`config.mk`:
```
export PLATFORM = sky130hd
export DESIGN_NAME = pipe_stage_reg
export DESIGN_NICKNAME = d
export VERILOG_FILES = /design/src/rtl/pipe_stage_reg.sv
export SDC_FILE = /design/constraint.sdc
export NUM_CORES = 1
export LEC_CHECK = 0
export CORE_UTILIZATION = 44
export DETAILED_ROUTE_END_ITERATION = 16
export GPL_TIMING_DRIVEN = 0
export PLACE_DENSITY = 0.91
export RECOVER_POWER = 100
export SLEW_MARGIN = 20
export SYNTH_ARGS = -nofsm -noshare
export SYNTH_HDL_FRONTEND = slang
export SYNTH_SLANG_ARGS = --single-unit
```
`constraint.sdc`:
```
create_clock -name clk -period 3.1 [get_ports clk]
set_input_delay 0.31 -clock clk [delete_from_list [all_inputs] [get_ports clk]]
set_output_delay 0.31 -clock clk [all_outputs]
set_load 0.01 [all_outputs]
```
`src/rtl/pipe_stage_reg.sv`:
```
// Purpose: generic RV32 pipeline stage register carrying a control and a data bundle, with flush and stall counter.
// Latency: 1 cycle from in-transfer to out_valid; 1 entry/cycle throughput while out_ready=1.
// Backpressure: single entry with combinational in_ready by default; PIPE_STAGE_SKID_EN adds a skid entry and registered in_ready.
module pipe_stage_reg #(
    parameter int CTRL_W = 9,
    parameter int DATA_W = 101,
    parameter int CNT_W  = 16
) (
    input  logic              clk,
    input  logic              rst_n,
    input  logic              in_valid,
    output logic              in_ready,
    input  logic [CTRL_W-1:0] in_ctrl,
    input  logic [DATA_W-1:0] in_data,
    input  logic              flush,
    output logic              out_valid,
    input  logic              out_ready,
    output logic [CTRL_W-1:0] out_ctrl,
    output logic [DATA_W-1:0] out_data,
    output logic [CNT_W-1:0]  stall_cnt
);

    logic              m_valid_q, m_valid_d;
    logic [CTRL_W-1:0] m_ctrl_q,  m_ctrl_d;
    logic [DATA_W-1:0] m_data_q,  m_data_d;
    logic [CNT_W-1:0]  stall_q,   stall_d;

    logic in_xfer;
    logic out_xfer;

    assign in_xfer  = in_valid && in_ready;
    assign out_xfer = m_valid_q && out_ready;

    // A bubble never presents control bits downstream; data is left ungated.
    assign out_valid = m_valid_q;
    assign out_ctrl  = m_valid_q ? m_ctrl_q : '0;
    assign out_data  = m_data_q;
    assign stall_cnt = stall_q;

`ifdef PIPE_STAGE_SKID_EN
    logic              s_valid_q, s_valid_d;
    logic [CTRL_W-1:0] s_ctrl_q,  s_ctrl_d;
    logic [DATA_W-1:0] s_data_q,  s_data_d;

    // Registered ready: only the skid occupancy gates the upstream.
    assign in_ready = !s_valid_q;

    // Next state for main and skid: flush wins, then drain/refill, then skid capture.
    always_comb begin
        m_valid_d = m_valid_q;
        m_ctrl_d  = m_ctrl_q;
        m_data_d  = m_data_q;
        s_valid_d = s_valid_q;
        s_ctrl_d  = s_ctrl_q;
        s_data_d  = s_data_q;
        if (flush) begin
            m_valid_d = 1'b0;
            s_valid_d = 1'b0;
        end else if (!m_valid_q || out_xfer) begin
            // Main is free this edge; the older skid entry goes first.
            if (s_valid_q) begin
                m_valid_d = 1'b1;
                m_ctrl_d  = s_ctrl_q;
                m_data_d  = s_data_q;
                s_valid_d = 1'b0;
            end else if (in_xfer) begin
                m_valid_d = 1'b1;
                m_ctrl_d  = in_ctrl;
                m_data_d  = in_data;
            end else begin
                m_valid_d = 1'b0;
            end
        end else if (in_xfer) begin
            // Main is held: park the arriving entry in the skid slot.
            s_valid_d = 1'b1;
            s_ctrl_d  = in_ctrl;
            s_data_d  = in_data;
        end
    end

    // Skid register state.
    always_ff @(posedge clk or negedge rst_n) begin
        if (!rst_n) begin
            s_valid_q <= 1'b0;
            s_ctrl_q  <= '0;
            s_data_q  <= '0;
        end else begin
            s_valid_q <= s_valid_d;
            s_ctrl_q  <= s_ctrl_d;
            s_data_q  <= s_data_d;
        end
    end
`else
    // Single-entry stage: accept when empty or draining; combinational from out_ready.
    assign in_ready = !m_valid_q || out_ready;

    // Next state for main: flush wins, then load, then drain.
    always_comb begin
        m_valid_d = m_valid_q;
        m_ctrl_d  = m_ctrl_q;
        m_data_d  = m_data_q;
        if (flush) begin
            m_valid_d = 1'b0;
        end else if (in_xfer) begin
            m_valid_d = 1'b1;
            m_ctrl_d  = in_ctrl;
            m_data_d  = in_data;
        end else if (out_xfer) begin
            m_valid_d = 1'b0;
        end
    end
`endif

    // Stall counter: counts blocked cycles that are not flushed, saturating at all-ones.
    always_comb begin
        stall_d = stall_q;
        if (m_valid_q && !out_ready && !flush && (stall_q != {CNT_W{1'b1}})) begin
            stall_d = stall_q + 1'b1;
        end
    end

    // Main register and stall counter state.
    always_ff @(posedge clk or negedge rst_n) begin
        if (!rst_n) begin
            m_valid_q <= 1'b0;
            m_ctrl_q  <= '0;
            m_data_q  <= '0;
            stall_q   <= '0;
        end else begin
            m_valid_q <= m_valid_d;
            m_ctrl_q  <= m_ctrl_d;
            m_data_q  <= m_data_d;
            stall_q   <= stall_d;
        end
    end

endmodule

```
==> flow_metrics.py, run 1 <==
metrics = {
    "run_status": {
        "status": "complete, no violations",
    },
    "yosys": {
        "yosysSeqAreaShare_pct": 62.9,
        "yosys_warnings": 0,
        "post_synth_num_cell_types": 32,
        "synth-seq-cells": 127,
        "synthesized_area_per_cell_um2": 15.6,
        "post_synth_inst_count": 324,
        "syn-num-nets": 440,
        "synthesis.area_um2": 5050,
    },
    "routing": {
        "route.final.wire_length_mm": 13.6,
        "firstDrtPassIters": 4,
        "routed_wire_length_per_instance_um": 18.4,
        "detail_route.iter0.violations": 152,
        "detailroute.via_count": 3755,
        "vias_per_cell": 5.08,
        "route.antenna.remaining_nets": 0,
        "detail_route.drc_violations": 0,
    },
    "placed_design": {
        "place_worst_setup_slack_ns": 0.818,
        "gpl.final_weighted_congestion": 0.853,
        "port_buffers": 242,
        "hpwlAfterDp_mm": 9.99,
    },
    "layout": {
        "regArea_um2": 3180,
        "layout_overhead_on_the_synthesized_area_pct": 62.9,
        "final.fill_count": 724,
        "post_route_cells_drive_above_1_share_pct": 22.0,
        "finish.utilization_pct": 74.6,
        "antenna_cells": 0,
        "multiInputGateArea_um2": 1730,
        "layout.nets": 703,
        "final_cell_mix": "sky130_fd_sc_hd__dlygate4sd3_1, sky130_fd_sc_hd__dfrtp_1, sky130_fd_sc_hd__clkdlybuf4s50_1",
    },
    "timing": {
        "grt_setup_unrepaired": "false",
        "hold_viol_final": 0,
        "layout_worst_path_cycle_share_pct": 79.0,
        "timing.fmax_mhz": 408,
        "finalCriticalPeriod_ns": 2.45,
        "total_negative_slack_ns": 0,
        "timing.clock.skew_ns": 0.00443,
        "worst_slew_pin_slew_ns": 1.34,
        "max_slew_margin_pct": 10.9,
        "slew_viol_final": 0,
        "post-route-worst-setup-slack_ns": 0.651,
        "finalSetupViolations": 0,
        "fin_hold_ws_ns": 0.479,
    },
    "critical_path": {
        "critPathMaxFanout": 10,
        "critPathSlowestCell": "sky130_fd_sc_hd__nor3b_1",
        "criticalPathCategory": "flip-flop to flip-flop",
        "kind_of_start_point_of_the_critical_path": "flip-flop",
        "critPathArrivalTime_ns": 2.73,
        "timing.critical_path.required_ns": 3.39,
        "critical_path.max_stage_delay_ns": 0.69,
        "crit_chain": "clkbuf_1 > nor3b_1 > nand4_4 > nor4_1 > mux2_1",
        "setup.worst_path.end_class": "flip-flop",
    },
    "cts": {
        "tritoncts": "built",
        "cts_buffers": 17,
        "post_cts_buffers": 0,
        "hold_fix_buffers_cts": 1,
        "ctsLongestPathBuffers": 2,
        "tritoncts_num_sinks": 127,
        "h-tree-depth": 4,
        "buffer_cell_driving_the_clock_tree_root": "sky130_fd_sc_hd__clkbuf_16",
        "insertion_delay_ns": 0.41,
        "cts_resized": 0,
        "clock_slew_at_the_register_clock_pins_of_the_worst_setup_and_hold_paths_ns": 0.05,
    },
    "floorplan": {
        "placementRows": 38,
        "number_of_i_o_pins": 243,
        "floorplan.initialDensity_pct": 45.8,
        "core_area_um2": 11000,
        "die_width_um": 109,
        "floorplan.die.height_um": 109,
        "floorplan.die_area_um2": 11900,
    },
    "pwr": {
        "pwr_density_cell_nw_per_um2": 644,
        "total_power_mw": 5.30,
        "ir_drop_uv": 452,
        "power.static_leakage_nw": 3.49,
    },
    "job": {
        "max-cap-violations": 0,
    },
    "grt": {
        "grt.total_usage_pct": 23.9,
        "overflow": 0,
        "grt_first_pass_wirelength_mm": 20.8,
        "number_of_antenna_violations_at_the_first_check_in_global_routing": 0,
        "via_count_of_the_first_global_routing_pass": 4162,
        "maximum_number_of_pins_on_one_net_before_global_route_repair": 77,
    },
    "hold_path": {
        "timing.hold.worst.class": "flip-flop to flip-flop",
    },
}
cell families after synthesis:
logic type                 after synthesis  synth area share (%)
AOI/OAI and AO/OA                        8                 0.966
xor gates and xnor gates                 9                  1.56
adders and majority gates                1                 0.248
buffers and inverters                   17                  2.21
DFF                                    127                  62.9
muxes                                  116                  25.8
and+or+nand+nor                         46                  6.29
metal layers:
layer | part of all wire, % | vias up | track usage (%)
met5 | 0 | - | 0
met4 | 2.5 | 0 | 11.2
met3 | 8.5 | 28 | 9.21
met2 | 53 | 183 | 42.0
met1 | 36 | 1871 | 25.0
li1 | - | 1673 | -
sequential cells by signal (all words and copies together) (netlist names):
signal and cells:
m_ctrl_q 9, out_valid 1, stall_cnt 16, out_data 101
where the power goes:
part	internal (mW)	leakage [nW]	switching, mW
Sequential	1.93	1.51	0.170
Clock	1.39	0.306	0.672
Combinational	0.693	1.67	0.447
Total	4.01	3.49	1.29
critical path: cells and delay by family, from the launching register on:
kind	cells	cell delay, ns
mux	1	0.36
buf+inv	1	0.34
flops	1	0.37
simple gates	3	1.26
stage by stage:
| step | cells | cell area [um2] |
|---|---|---|
| after floorplan | 324 | 5050 |
| after global placement | 706 | 7650 |
| after detailed placement | 707 | 7680 |
| after CTS | 739 | 8310 |
| after global routing | 739 | 8230 |
| final | 739 | 8230 |
final cells by class:
type                    instances  area share [%]
plain buffers                  14           0.776
repair buffers                244            29.8
inverters                       3           0.137
well taps                     140            2.13
clock buffers                  26            6.31
flip-flops and latches        127            38.6
multi-input cells             180            21.0
clock inverters                 5            1.22
cells in the mapped netlist (all sizes together):
| cell type | n | area (um2) |
|---|---|---|
| mux2 | 113 | 1270 |
| mux2i | 3 | 30.0 |
| nor4 | 2 | 33.8 |
| buf | 14 | 100 |
| xor2 | 3 | 26.3 |
| o21ai | 1 | 5.00 |
| nand4b | 1 | 8.76 |
| nor2b | 2 | 15.0 |
| nor3b | 2 | 26.3 |
| nor2 | 6 | 22.5 |
| nand2b | 2 | 12.5 |
| and4 | 3 | 26.3 |
| a211oi | 2 | 15.0 |
| nand2 | 4 | 15.0 |
| and2 | 9 | 56.3 |
| ha | 1 | 12.5 |
| a21oi | 4 | 20.0 |
| nand4 | 7 | 58.8 |
| nand3 | 5 | 25.0 |
| inv | 3 | 11.3 |
| and3 | 2 | 12.5 |
| nor3 | 1 | 5.00 |
| xnor2 | 6 | 52.6 |
| a41oi | 1 | 8.76 |
| dfrtp | 127 | 3180 |
worst paths after layout:
check | startpoint | endpoint | slack, ns | cells after the start
min reg2reg | out_data[98] | out_data[98] | 0.48 | 1
max | out_valid | stall_cnt[14] | 0.65 | 5
min | out_data[98] | out_data[98] | 0.48 | 1
max reg2reg | out_valid | stall_cnt[14] | 0.65 | 5
max in group asynchronous | rst_n | out_data[50] | 1.37 | 3
min in group asynchronous | rst_n | out_data[33] | 0.75 | 2
(Power assumes the default switching activity.)
==> run 2: changes to the inputs <==
--- a/config.mk
+++ b/config.mk
@@ -5,10 +5,10 @@
 export SDC_FILE = /design/constraint.sdc
 export NUM_CORES = 1
 export LEC_CHECK = 0
-export CORE_UTILIZATION = 44
+export CORE_UTILIZATION = 41
 export DETAILED_ROUTE_END_ITERATION = 16
 export GPL_TIMING_DRIVEN = 0
-export PLACE_DENSITY = 0.91
+export PLACE_DENSITY = 0.86
 export RECOVER_POWER = 100
 export SLEW_MARGIN = 20
 export SYNTH_ARGS = -nofsm -noshare
==> constraint.sdc (replaced) <==
create_clock -name clk -period 2.4 [get_ports clk]
set_input_delay 0.24 -clock clk [delete_from_list [all_inputs] [get_ports clk]]
set_output_delay 0.24 -clock clk [all_outputs]
set_load 0.01 [all_outputs]
==> run 2 against run 1 <==
Flip-flop and latch count stayed put. Core utilization down 6.1 points. First-iteration DRC count down 2.6%. Routed wire length shrank 8.0%. Count of clock-buffer cells in the layout shrank 6. Largest power group unchanged.
==> flow_metrics.py, run 2 (same netlist as run 1, synthesis figures left out) <==
metrics = {
    "run_status": {
        "status": "complete, no violations",
    },
    "layout": {
        "post_route_cells_drive_above_1_share_pct": 24.8,
        "final_cell_mix": "sky130_fd_sc_hd__dlygate4sd3_1, sky130_fd_sc_hd__dfrtp_1, sky130_fd_sc_hd__clkdlybuf4s50_1",
        "flip_flop_count_of_the_largest_register_after_layout": 101,
        "final.fill_count": 853,
        "finish.utilization_pct": 68.4,
        "final_standard_cell_area_without_fillers_um2": 8220,
        "layout.cells.most_common": "sky130_fd_sc_hd__dlygate4sd3_1",
        "layout_overhead_on_the_synthesized_area_pct": 62.8,
        "antenna_cells": 0,
        "layout.nets": 703,
    },
    "floorplan": {
        "die_width_um": 113,
        "placementRows": 40,
        "floorplan.die_area_um2": 12800,
        "number_of_i_o_pins": 243,
        "core_area_um2": 12000,
        "floorplan.initialDensity_pct": 42.0,
        "floorplan.die.height_um": 113,
    },
    "critical_path": {
        "critPathMaxFanout": 3,
        "critPathSlowestCell": "sky130_fd_sc_hd__dlygate4sd3_1",
        "kind_of_start_point_of_the_critical_path": "flip-flop",
        "worst-r2r-setup-slack_ns": 0.39,
        "criticalPathCategory": "flip-flop to output pin",
        "timing.critical_path.required_ns": 2.16,
        "setup.worst_path.end_class": "output pin",
        "crit_chain": "nor2b_1 > clkinv_1 > dlygate4sd3_1",
        "critPathArrivalTime_ns": 1.80,
        "critical_path.max_stage_delay_ns": 0.65,
    },
    "grt": {
        "grt_first_pass_wirelength_mm": 20.0,
        "number_of_antenna_violations_at_the_first_check_in_global_routing": 0,
        "grt.total_usage_pct": 20.8,
        "overflow": 0,
        "maximum_number_of_pins_on_one_net_before_global_route_repair": 69,
        "via_count_of_the_first_global_routing_pass": 3936,
    },
    "routing": {
        "detailroute.via_count": 3697,
        "detail_route.iter0.violations": 148,
        "routed_wire_length_per_instance_um": 16.7,
        "firstDrtPassIters": 4,
        "route.final.wire_length_mm": 12.5,
        "vias_per_cell": 4.95,
        "route.antenna.remaining_nets": 0,
        "detail_route.drc_violations": 0,
    },
    "cts": {
        "h-tree-depth": 4,
        "ctsLongestPathBuffers": 2,
        "clock_slew_at_the_register_clock_pins_of_the_worst_setup_and_hold_paths_ns": 0.05,
        "cts_buffers": 17,
        "buffer_cell_driving_the_clock_tree_root": "sky130_fd_sc_hd__clkbuf_16",
        "insertion_delay_ns": 0.41,
        "tritoncts_num_sinks": 127,
        "tritoncts": "built",
    },
    "placed_design": {
        "hpwlAfterDp_mm": 9.25,
        "gpl.final_weighted_congestion": 0.785,
        "port_buffers": 242,
        "placed_area_um2": 7680,
    },
    "hold_path": {
        "timing.hold.worst.class": "input port to async pin",
    },
    "timing": {
        "finalCriticalPeriod_ns": 2.04,
        "finalSetupViolations": 0,
        "grt_setup_unrepaired": "false",
        "timing.fmax_mhz": 490,
        "layout_worst_path_cycle_share_pct": 85.0,
        "max_slew_margin_pct": 46.4,
        "total_negative_slack_ns": 0,
        "fin_hold_ws_ns": 0.396,
        "slew_viol_final": 0,
        "hold_viol_final": 0,
        "worst_slew_pin_slew_ns": 0.804,
        "timing.clock.skew_ns": 0.00388,
    },
    "pwr": {
        "ir_drop_uv": 452,
        "power.static_leakage_nw": 3.51,
        "pwr_density_cell_nw_per_um2": 806,
    },
    "job": {
        "max-cap-violations": 0,
    },
}
## run 2: cell count changes in the layout (fill, tap and decap cells not counted), moves of 2 or more
cell,delta
sky130_fd_sc_hd__clkbuf_1,-12
sky130_fd_sc_hd__clkinvlp_4,+3
sky130_fd_sc_hd__buf_4,+8
sky130_fd_sc_hd__dlygate4sd3_1,+2
sky130_fd_sc_hd__clkbuf_8,-4
sky130_fd_sc_hd__and2_0,-2
sky130_fd_sc_hd__mux2_1,-3
sky130_fd_sc_hd__clkinv_2,+5
sky130_fd_sc_hd__mux2_2,+3
sky130_fd_sc_hd__clkdlybuf4s50_1,-2
sky130_fd_sc_hd__and2_1,+2
## run 2: metal layers
metal,up-vias,routed length [um],track usage [%]
li1,1679,-,-
met1,1837,4620,22.8
met2,157,6610,35.8
met3,24,984,7.77
met4,0,291,9.82
met5,-,0,0
## run 2: critical path: cells and delay by family, from the launching register on
kind	cells	cell delay [ns]
flops	1	0.35
simple gates	1	0.23
buf+inv	2	0.82
## run 2: path summary, 6_finish.rpt
kind / from / end / depth (start not counted)
worst min register to register: m_ctrl_q[0] / m_ctrl_q[0] / 1
max in group asynchronous: rst_n / out_data[35] / 3
worst min-delay path: rst_n / out_data[88] / 2
min in group clk: in_ctrl[0] / m_ctrl_q[0] / 2
worst max register to register: out_valid / out_data[31] / 5
worst max-delay path: out_valid / in_ready / 3
## run 2: layout make-up
cell class / instances / area [um2] / share of cell area, %
multi-input cells: 180 / 1740 / 21.1
repair buffers: 244 / 2440 / 29.7
clock buffers: 20 / 457 / 5.55
well taps: 147 / 184 / 2.24
flip-flops and latches: 127 / 3180 / 38.7
clock inverters: 12 / 118 / 1.43
plain buffers: 14 / 96.3 / 1.17
inverters: 3 / 11.3 / 0.137
## run 2: where the power goes
part | internal, mW | total (mW) | leakage (nW) | switching [mW]
clock | 1.57 | 2.46 | 0.281 | 0.896
combinational | 0.901 | 1.47 | 1.71 | 0.570
sequential | 2.49 | 2.69 | 1.51 | 0.200
## run 2: metrics by stage
step | cells | worst slack, ns | total power [mW]
final | 747 | 0.360 | 6.63
after global routing | 747 | 0.281 | 6.94
after global placement | 713 | -3.69 | 4.31
after CTS | 747 | 0.462 | 6.86
after floorplan | 324 | 0.714 | 3.31
after detailed placement | 714 | 0.165 | 4.37
## run 2: timing repair
item	4_1_cts	5_1_grt
endpoints found under the hold margin	67	0
setup buffers	0	0
gates resized for setup	0	0
hold buffers	1	0
endpoints found under the setup margin	0	0
==> run 3: changes to the inputs <==
--- a/config.mk
+++ b/config.mk
@@ -5,10 +5,11 @@
 export SDC_FILE = /design/constraint.sdc
 export NUM_CORES = 1
 export LEC_CHECK = 0
+export CORE_MARGIN = 2
 export CORE_UTILIZATION = 41
 export DETAILED_ROUTE_END_ITERATION = 16
 export GPL_TIMING_DRIVEN = 0
-export PLACE_DENSITY = 0.86
+export PLACE_DENSITY_LB_ADDON = 0.05
 export RECOVER_POWER = 100
 export SLEW_MARGIN = 20
 export SYNTH_ARGS = -nofsm -noshare
==> run 3 against run 2 <==
The run now ends with capacitance limit, slew limit left. Core utilization grew 0.51 points. Die area grew 3.6%. Cell area grew 0.75%. Critical path depth grew 2. Fmax grew 1.9%. Clock power grew 11%. Register-to-register slack is essentially flat. Global-route usage shrank 0.40 points.
==> flow_metrics.py, run 3 (same netlist as run 1, synthesis figures left out) <==
metrics = {
    "floorplan": {
        "number_of_i_o_pins": 243,
        "placementRows": 40,
        "die_width_um": 115,
        "floorplan.die.height_um": 115,
        "core_area_um2": 12000,
        "floorplan.initialDensity_pct": 42.0,
        "floorplan.die_area_um2": 13200,
    },
    "layout": {
        "layout_overhead_on_the_synthesized_area_pct": 64.0,
        "multiInputGateArea_um2": 1740,
        "antenna_cells": 0,
        "final.fill_count": 927,
        "layout.cells.most_common": "sky130_fd_sc_hd__dlygate4sd3_1",
        "layout.nets": 703,
        "post_route_cells_drive_above_1_share_pct": 24.7,
        "finish.utilization_pct": 69.0,
        "final_cell_mix": "sky130_fd_sc_hd__dlygate4sd3_1, sky130_fd_sc_hd__dfrtp_1, sky130_fd_sc_hd__clkdlybuf4s50_1",
        "regArea_um2": 3180,
        "flip_flop_count_of_the_largest_register_after_layout": 101,
    },
    "critical_path": {
        "critPathArrivalTime_ns": 2.30,
        "r2r-end": "stall_cnt[14]",
        "worst-r2r-setup-slack_ns": 0.40,
        "timing.critical_path.buf_inv": 1,
        "timing.critical_path.required_ns": 2.69,
        "criticalPathCategory": "flip-flop to flip-flop",
        "kind_of_start_point_of_the_critical_path": "flip-flop",
        "setup.worst_path.end_class": "flip-flop",
        "worstRegToRegCells": 5,
        "critical_path.max_stage_delay_ns": 0.45,
        "critPathMaxFanout": 10,
        "r2r_start": "out_valid",
        "crit_chain": "buf_4 > nor3b_4 > nand4_1 > nor4_1 > mux2_1",
        "critical-path-top-delay-family": "simple AND/OR/NAND/NOR gates",
        "critPathSlowestCell": "sky130_fd_sc_hd__nor4_1",
    },
    "timing": {
        "fin_hold_ws_ns": 0.425,
        "timing.clock.skew_ns": 0.00386,
        "post-route-worst-setup-slack_ns": 0.397,
        "hold_viol_final": 0,
        "layout_worst_path_cycle_share_pct": 83.4,
        "timing.fmax_mhz": 499,
        "worst_slew_pin_slew_ns": 1.56,
        "max_slew_margin_pct": -3.68,
        "finalCriticalPeriod_ns": 2.00,
        "finalSetupViolations": 0,
        "total_negative_slack_ns": 0,
        "grt_setup_unrepaired": "false",
        "slew_viol_final": 61,
    },
    "pwr": {
        "power.static_leakage_nw": 3.55,
        "pwr_density_cell_nw_per_um2": 832,
        "total_power_mw": 6.89,
        "ir_drop_uv": 534,
    },
    "grt": {
        "grt.total_usage_pct": 20.4,
        "via_count_of_the_first_global_routing_pass": 3965,
        "overflow": 0,
        "maximum_number_of_pins_on_one_net_before_global_route_repair": 68,
        "number_of_antenna_violations_at_the_first_check_in_global_routing": 0,
        "grt_first_pass_wirelength_mm": 20.1,
    },
    "routing": {
        "route.final.wire_length_mm": 12.7,
        "detail_route.iter0.violations": 168,
        "route.antenna.remaining_nets": 0,
        "detailroute.via_count": 3650,
        "vias_per_cell": 4.90,
        "firstDrtPassIters": 4,
        "routed_wire_length_per_instance_um": 17.1,
        "detail_route.drc_violations": 0,
    },
    "hold_path": {
        "hold_end": "m_ctrl_q[3]",
        "worst_hold_path.num_cells": 2,
        "min-delay-start": "in_ctrl[3]",
        "timing.hold.worst.class": "input port to flip-flop",
    },
    "job": {
        "max-cap-violations": 1,
    },
    "run_status": {
        "failed_checks": "capacitance limit, slew limit",
        "status": "finished, violations left",
    },
    "cts": {
        "cts_buffers": 17,
        "tritoncts_num_sinks": 127,
        "cts_resized": 0,
        "buffer_cell_driving_the_clock_tree_root": "sky130_fd_sc_hd__clkbuf_16",
        "tritoncts": "built",
        "ctsLongestPathBuffers": 2,
        "clock_slew_at_the_register_clock_pins_of_the_worst_setup_and_hold_paths_ns": 0.05,
        "h-tree-depth": 4,
        "insertion_delay_ns": 0.41,
        "post_cts_buffers": 0,
    },
    "placed_design": {
        "gpl.final_weighted_congestion": 0.800,
        "place_worst_setup_slack_ns": 0.195,
        "port_buffers": 242,
        "hpwlAfterDp_mm": 9.47,
    },
}
[run 3: worst max path at each step]
stage | depth (start not counted) | slack (ns) | endpoint | startpoint
floorplan | 5 | 0.71 | stall_cnt[14] | out_valid
global placement | 1 | -3.87 | out_data[70] | rst_n
detailed placement | 6 | 0.19 | out_data[42] | out_ready
CTS | 3 | 0.45 | out_ctrl[3] | out_valid
global route | 5 | 0.22 | stall_cnt[14] | out_valid
finish | 5 | 0.40 | stall_cnt[14] | out_valid
[run 3: layout make-up]
class	instances	area share (%)
repair buffers	244	29.6
flip-flops and latches	127	38.4
multi-input cells	180	21.0
plain buffers	14	0.891
clock inverters	4	1.15
clock buffers	26	6.63
inverters	3	0.136
well taps	147	2.22
[run 3: metrics by stage]
| stage | area [um2] | std cells |
|---|---|---|
| 2_1_floorplan | 5050 | 324 |
| 3_3_place_gp | 7660 | 713 |
| 3_5_place_dp | 7690 | 714 |
| 4_1_cts | 8340 | 745 |
| 5_1_grt | 8280 | 745 |
| 6_report | 8280 | 745 |
[run 3: timing repair]
| action | CTS | global route |
|---|---|---|
| hold buffers | 1 | 0 |
| endpoints found under the hold margin | 60 | 0 |
| endpoints found under the setup margin | 0 | 0 |
[run 3: power breakdown]
part	internal [mW]	leakage (nW)	switching (mW)	total (mW)
combinational	0.897	1.71	0.566	1.46
sequential	2.50	1.51	0.197	2.69
clock	1.87	0.321	0.865	2.73
total	5.26	3.55	1.63	6.89
[run 3: worst reg2reg max path, cell delays in order, from the launching register on]
cell and delay (ns):
sky130_fd_sc_hd__dfrtp_1 0.36, sky130_fd_sc_hd__buf_4 0.17, sky130_fd_sc_hd__nor3b_4 0.26, sky130_fd_sc_hd__nand4_1 0.28, sky130_fd_sc_hd__nor4_1 0.45, sky130_fd_sc_hd__mux2_1 0.36
[run 3: layer usage]
metal | share of wire, % | global-route usage, % | vias up
met5 | 0 | 0 | -
met2 | 53 | 35.2 | 136
met3 | 9.1 | 10.1 | 25
li1 | - | - | 1674
met1 | 35 | 21.2 | 1815
met4 | 2.4 | 8.35 | 0
==> RTL edit 1: new RTL, flow settings as in run 2 <==
Take the reset off `m_data_q` and load it in a clocked block of its own.
--- a/src/rtl/pipe_stage_reg.sv
+++ b/src/rtl/pipe_stage_reg.sv
@@ -124,15 +124,17 @@
         if (!rst_n) begin
             m_valid_q <= 1'b0;
             m_ctrl_q  <= '0;
-            m_data_q  <= '0;
             stall_q   <= '0;
         end else begin
             m_valid_q <= m_valid_d;
             m_ctrl_q  <= m_ctrl_d;
-            m_data_q  <= m_data_d;
             stall_q   <= stall_d;
         end
     end
 
+    always_ff @(posedge clk) begin
+        m_data_q <= m_data_d;
+    end
+
 endmodule
 
Behaviour: not the same (a bounded check fails within 4 cycles, from zero or initial values and one cycle with rst_n low).
==> RTL edit 1 against run 2 <==
Worst hold slack got worse by 0.043 ns; design area is 8.6% lower; non-clock buffer count is 13 lower; worst setup slack got worse by 0.079 ns; count of clock-buffer cells in the layout down 2; sequential cell count is the same; clock skew increased by 0.0039 ns; die area shrank 14%; cell count fell by 16%; synthesized area down 14%; routed wire length is 9.1% higher.
Power is not compared: it rests on default switching activity, and its combinational part moved more than twofold at a synthesized area within 25%.
==> RTL edit 1: results (changes against run 2) <==
- The half-perimeter wire length after detailed placement was 9786 um (was 9248 um).
* Number of multi-input combinational cells in the layout: 80 (was 180)
* Top area cells in the synthesized netlist: edfxtp_1 70%, dfrtp_1 15%, mux2_2 2.6% (was dfrtp_1 63%, mux2_2 23%, mux2_1 2.7%)
- The wire length of the first global-routing pass was 19,600 um (was 20,000 um).
* EDFF count, synth: 101 (was 0)
- Number of nets in the synthesized netlist: 327 (was 440)
- The total of clock buffers placed in the layout is 18 (was 20).
* Run status: finished, final reports clean (unchanged)
- Non-Clock Buffer Area Fraction: 32.51% (was 30.86%)
- The CTS root buffer is clkbuf_8 (was clkbuf_16).
- Reg2Reg Depth: 4 (was 5)
- The netlist area before placement was 0.004350 sq mm (was 0.005050 sq mm).
- The endpoint of the worst-slack reg-to-reg timing path is m_ctrl_q[2] (was out_data[31]).
- Avg Vias per Cell: 4.859 (was 4.949)
* Critical setup path kind: register to register (was register to primary output)
- Detailed Routing Iterations Pass 1: 5 (was 4)
* Sequential fraction of total cell area: 49.03% (was 38.65%)
- Number of antenna diodes: 10 (was 0)
- Number of cells produced by synthesis: 211 (was 324)
- The number of non-clock buffers is 245 (was 258).
* Fraction of the yosys area taken by sequential cells: 84.67% (was 62.93%)
* Multiplexer share of the synthesized area: 2.934% (was 25.79%)
- Weighted congestion at the end of routability-driven global placement: 0.8193 (was 0.7854)
- The total of fill cells in the finished design is 633 (was 853).
- The worst path arrival time came to 2.50 ns (was 1.80 ns).
- The share of flip-flops with an asynchronous set or reset is 20.47% (was 100.0%).
* Worst-skew pair later-pin latency: 0.50 ns (was 0.41 ns)
- The final standard cell count with taps included and fillers excluded was 631 (was 747).
* Total global-route track usage: 25.28% (was 20.79%)
- Synthesized-area fraction occupied by xor and xnor cells: 1.812% (was 1.561%)
- Wirelength, routed: 13,640 um (was 12,500 um)
- Minimum setup slack among reg-to-reg paths: 0.28 ns (was 0.39 ns)
- Clock-cell share: 7.828% (was 6.985%)
- Final worst clock skew: 0.007745 ns (was 0.003879 ns)
* Proportion of layout cells with a drive suffix above 1: 9.072% (was 24.83%)
- The via count of the first global-routing pass came to 3,063 (was 3,936).
- Final #Nets: 589 (was 703)
- Class of the most critical hold timing path: input pin to register (was input pin to asynchronous set/reset pin)
- Total area of multi-input combinational cells: 595.6 sq um (was 0.001737 sq mm)
- CP max-delay cell: buf_6 (was dlygate4sd3_1)
- Library cells used by synthesis: 33 (was 32)
- The number of violations reported at the end of detailed-routing iteration 0 was 202 (was 148).
- The placed cell area came to 0.006944 sq mm (was 0.007685 sq mm).
- Top post-synthesis cells by count: 101 x edfxtp_1, 26 x dfrtp_1, 10 x and2_1, 10 x mux2_2, 7 x xor2_1 (was 127 x dfrtp_1, 101 x mux2_2, 12 x buf_4, 12 x mux2_1, 9 x and2_1).
==> RTL edit 1: cell count changes after synthesis, sizes merged, moves of 3 or more <==
cell	run 2	this run
edfxtp	0	101
and4	3	0
mux2	113	11
mux2i	3	0
buf	14	2
dfrtp	127	26
xnor2	6	2
xor2	3	7
nor4	2	9
nand4	7	4
==> RTL edit 1: repair_timing <==
item                                   4_1_cts  5_1_grt
hold buffers                                 1        0
endpoints found under the hold margin       26        0
gates resized for setup                      0        0
==> RTL edit 1: layer usage <==
layer  routed length [um]  GRT usage, %  part of all wire, %
met1                 4963         27.23                   36
met4                  415         11.77                  3.0
met2                 7127         42.76                   52
met3                 1114         11.04                  8.2
met5                   15             0                 0.11
==> RTL edit 1: through the flow <==
stage | power [uW] | hold WS [ns] | util [%] | setup slack [ns]
final | 5769 | 0.3538 | 72.77 | 0.2803
after detailed placement | 3325 | 0.2790 | 67.26 | -0.06094
after floorplan | 2841 | -0.05559 | - | 0.3179
after global routing | 5933 | 0.3422 | 72.60 | 0.09406
after global placement | 3292 | 0.4836 | 67.28 | -0.2310
after CTS | 5901 | 0.2668 | 73.06 | 0.2269
==> RTL edit 1: tightest hold or removal path: cells and delay by family <==
family,cells,cell delay (ns)
buffers and inverters,1,0.42
and+or+nand+nor,2,0.15
==> RTL edit 1: power breakdown <==
| part | internal, uW | switching (uW) |
|---|---|---|
| Combinational | 341 | 244 |
| Clock | 1670 | 899 |
| Sequential | 2530 | 86.6 |
==> RTL edit 1: logic make-up after synthesis <==
group,count (synthesis)
fa+ha+maj,1
flops,127
simple gates,48
compound gates,11
mux,11
xor+xnor,9
buf+inv,4
==> RTL edit 2: new RTL, settings of run 2 <==
Made on the original files. Set the parameter `CNT_W` to 18 (it was 16).
--- a/src/rtl/pipe_stage_reg.sv
+++ b/src/rtl/pipe_stage_reg.sv
@@ -4,7 +4,7 @@
 module pipe_stage_reg #(
     parameter int CTRL_W = 9,
     parameter int DATA_W = 101,
-    parameter int CNT_W  = 16
+    parameter int CNT_W  = 18
 ) (
     input  logic              clk,
     input  logic              rst_n,
Ports: changed (resized stall_cnt); port bits go from 243 to 245. No check against the original RTL was run, so the function may have changed too.
==> RTL edit 2 against run 2 <==
Highest routed layer unchanged; total power shrank 0.45%; the flow now finishes with violations (max-capacitance violations, max-slew violations); sequential cell count grew 2; non-clock buffer count up 3; worst setup slack worse by 0.16 ns; critical endpoint unchanged; synthesized cell count is 3.1% higher; synthesized area increased by 1.4%; largest cell class unchanged; sequential share of layout area hardly changed; routed wire length grew 3.5%; maximum frequency decreased by 7.1%; design area up 1.5%.
==> RTL edit 2: results (changes against run 2) <==
- The detailed-route wire length is 12,940 um (was 12,500 um).
- Number of placed instances with taps included: 747 (was 714)
- The last weighted congestion value of the routability-driven placer was 0.7647 (was 0.7854).
- Non-Clock Buffer Area Fraction: 30.80% (was 30.86%)
- Power of the sequential group: 2730 uW (was 2690 uW)
* Proportion of layout cells with a drive suffix above 1: 23.28% (was 24.83%)
* Fraction of the yosys area taken by sequential cells: 63.02% (was 62.93%)
- Count of buffers from port buffering: 244 (was 242)
- The average cell area after synthesis was 15.34 sq um (was 15.59 sq um).
- The via density per instance came to 4.828 (was 4.949).
* Top post-synthesis cells by count: 129 x dfrtp_1, 100 x mux2_2, 12 x xor2_1 (was 127 x dfrtp_1, 101 x mux2_2, 12 x buf_4, 12 x mux2_1, 9 x and2_1)
* Number of global-route vias before repair: 4,111 (was 3,936)
* Number of pins exceeding their max-slew limit in the final report: 60 (was 0)
- Total global-route track usage: 21.01% (was 20.79%)
- Library cells used by synthesis: 33 (was 32)
* Routing usage on met3: 7.758% (was 7.766%)
- Run status: finished with violations (was finished, final reports clean)
- Portion of total power attributed to combinational logic: 22.0% (was 22.2%)
* Reg2Reg Depth: 6 (was 5)
* # fillers: 875 (was 853)
- Worst vdd rail ir drop: 0.4874 mV (was 0.4524 mV)
* Maximum achievable frequency: 455.3 MHz (was 490.1 MHz)
- Minimum setup slack among reg-to-reg paths: 0.21 ns (was 0.39 ns)
- Worst reg2reg path endpoint: out_data[34] (was out_data[31])
- The static leakage came to 0.003617 uW (was 0.003509 uW).
- Max_cap viols: 1 (was 0)
- Worst-case headroom to the max-slew limit: -2.691% (was 46.43%)
* Failing checks: max-capacitance violations, max-slew violations
- Global-route met1 utilization: 21.95% (was 22.75%)
- Top area cells in the synthesized netlist: dfrtp_1 63%, mux2_2 22%, mux2_1 2.4% (was dfrtp_1 63%, mux2_2 23%, mux2_1 2.7%)
* Met2 GRT Util: 37.11% (was 35.84%)
- The utilization of the core after routing was 68.92% (was 68.45%).
* Class of the most critical hold timing path: input pin to register (was input pin to asynchronous set/reset pin)
* Total internal power: 4984 uW (was 4963 uW)
* Clock-cell share: 6.626% (was 6.985%)
## RTL edit 2: changes by cell type in the layout (fill, tap and decap cells not counted), moves of 3 or more
cell	change
and2_0	+5
and2_1	-5
clkbuf_1	+5
clkdlybuf4s50_1	+6
clkinvlp_4	-3
dlygate4sd3_1	-4
nand2_1	+4
nand4_1	-3
nor3_1	+3
xnor2_1	-4
xor2_1	+9
## RTL edit 2: cells by family after synthesis
kind of cell	after synthesis	share of synthesized area [%]
XOR/XNOR	14	2.394
AND/OR/NAND/NOR	48	5.886
AO/OA/AOI/OAI	13	1.783
adder cells (fa/ha/maj)	1	0.2442
flip-flops	129	63.02
buffers and inverters	17	2.076
multiplexers	112	24.60
## RTL edit 2: routing by layer
metal	wire, um	share of wire, %
met1	4718	36
met2	6876	53
met3	1008	7.8
met4	338	2.6
met5	0	0
## RTL edit 2: critical path: cells and delay by family, from the launching register on
| kind | cells | cell delay [ns] |
|---|---|---|
| buf+inv | 3 | 0.91 |
| flops | 1 | 0.36 |
| simple gates | 1 | 0.28 |
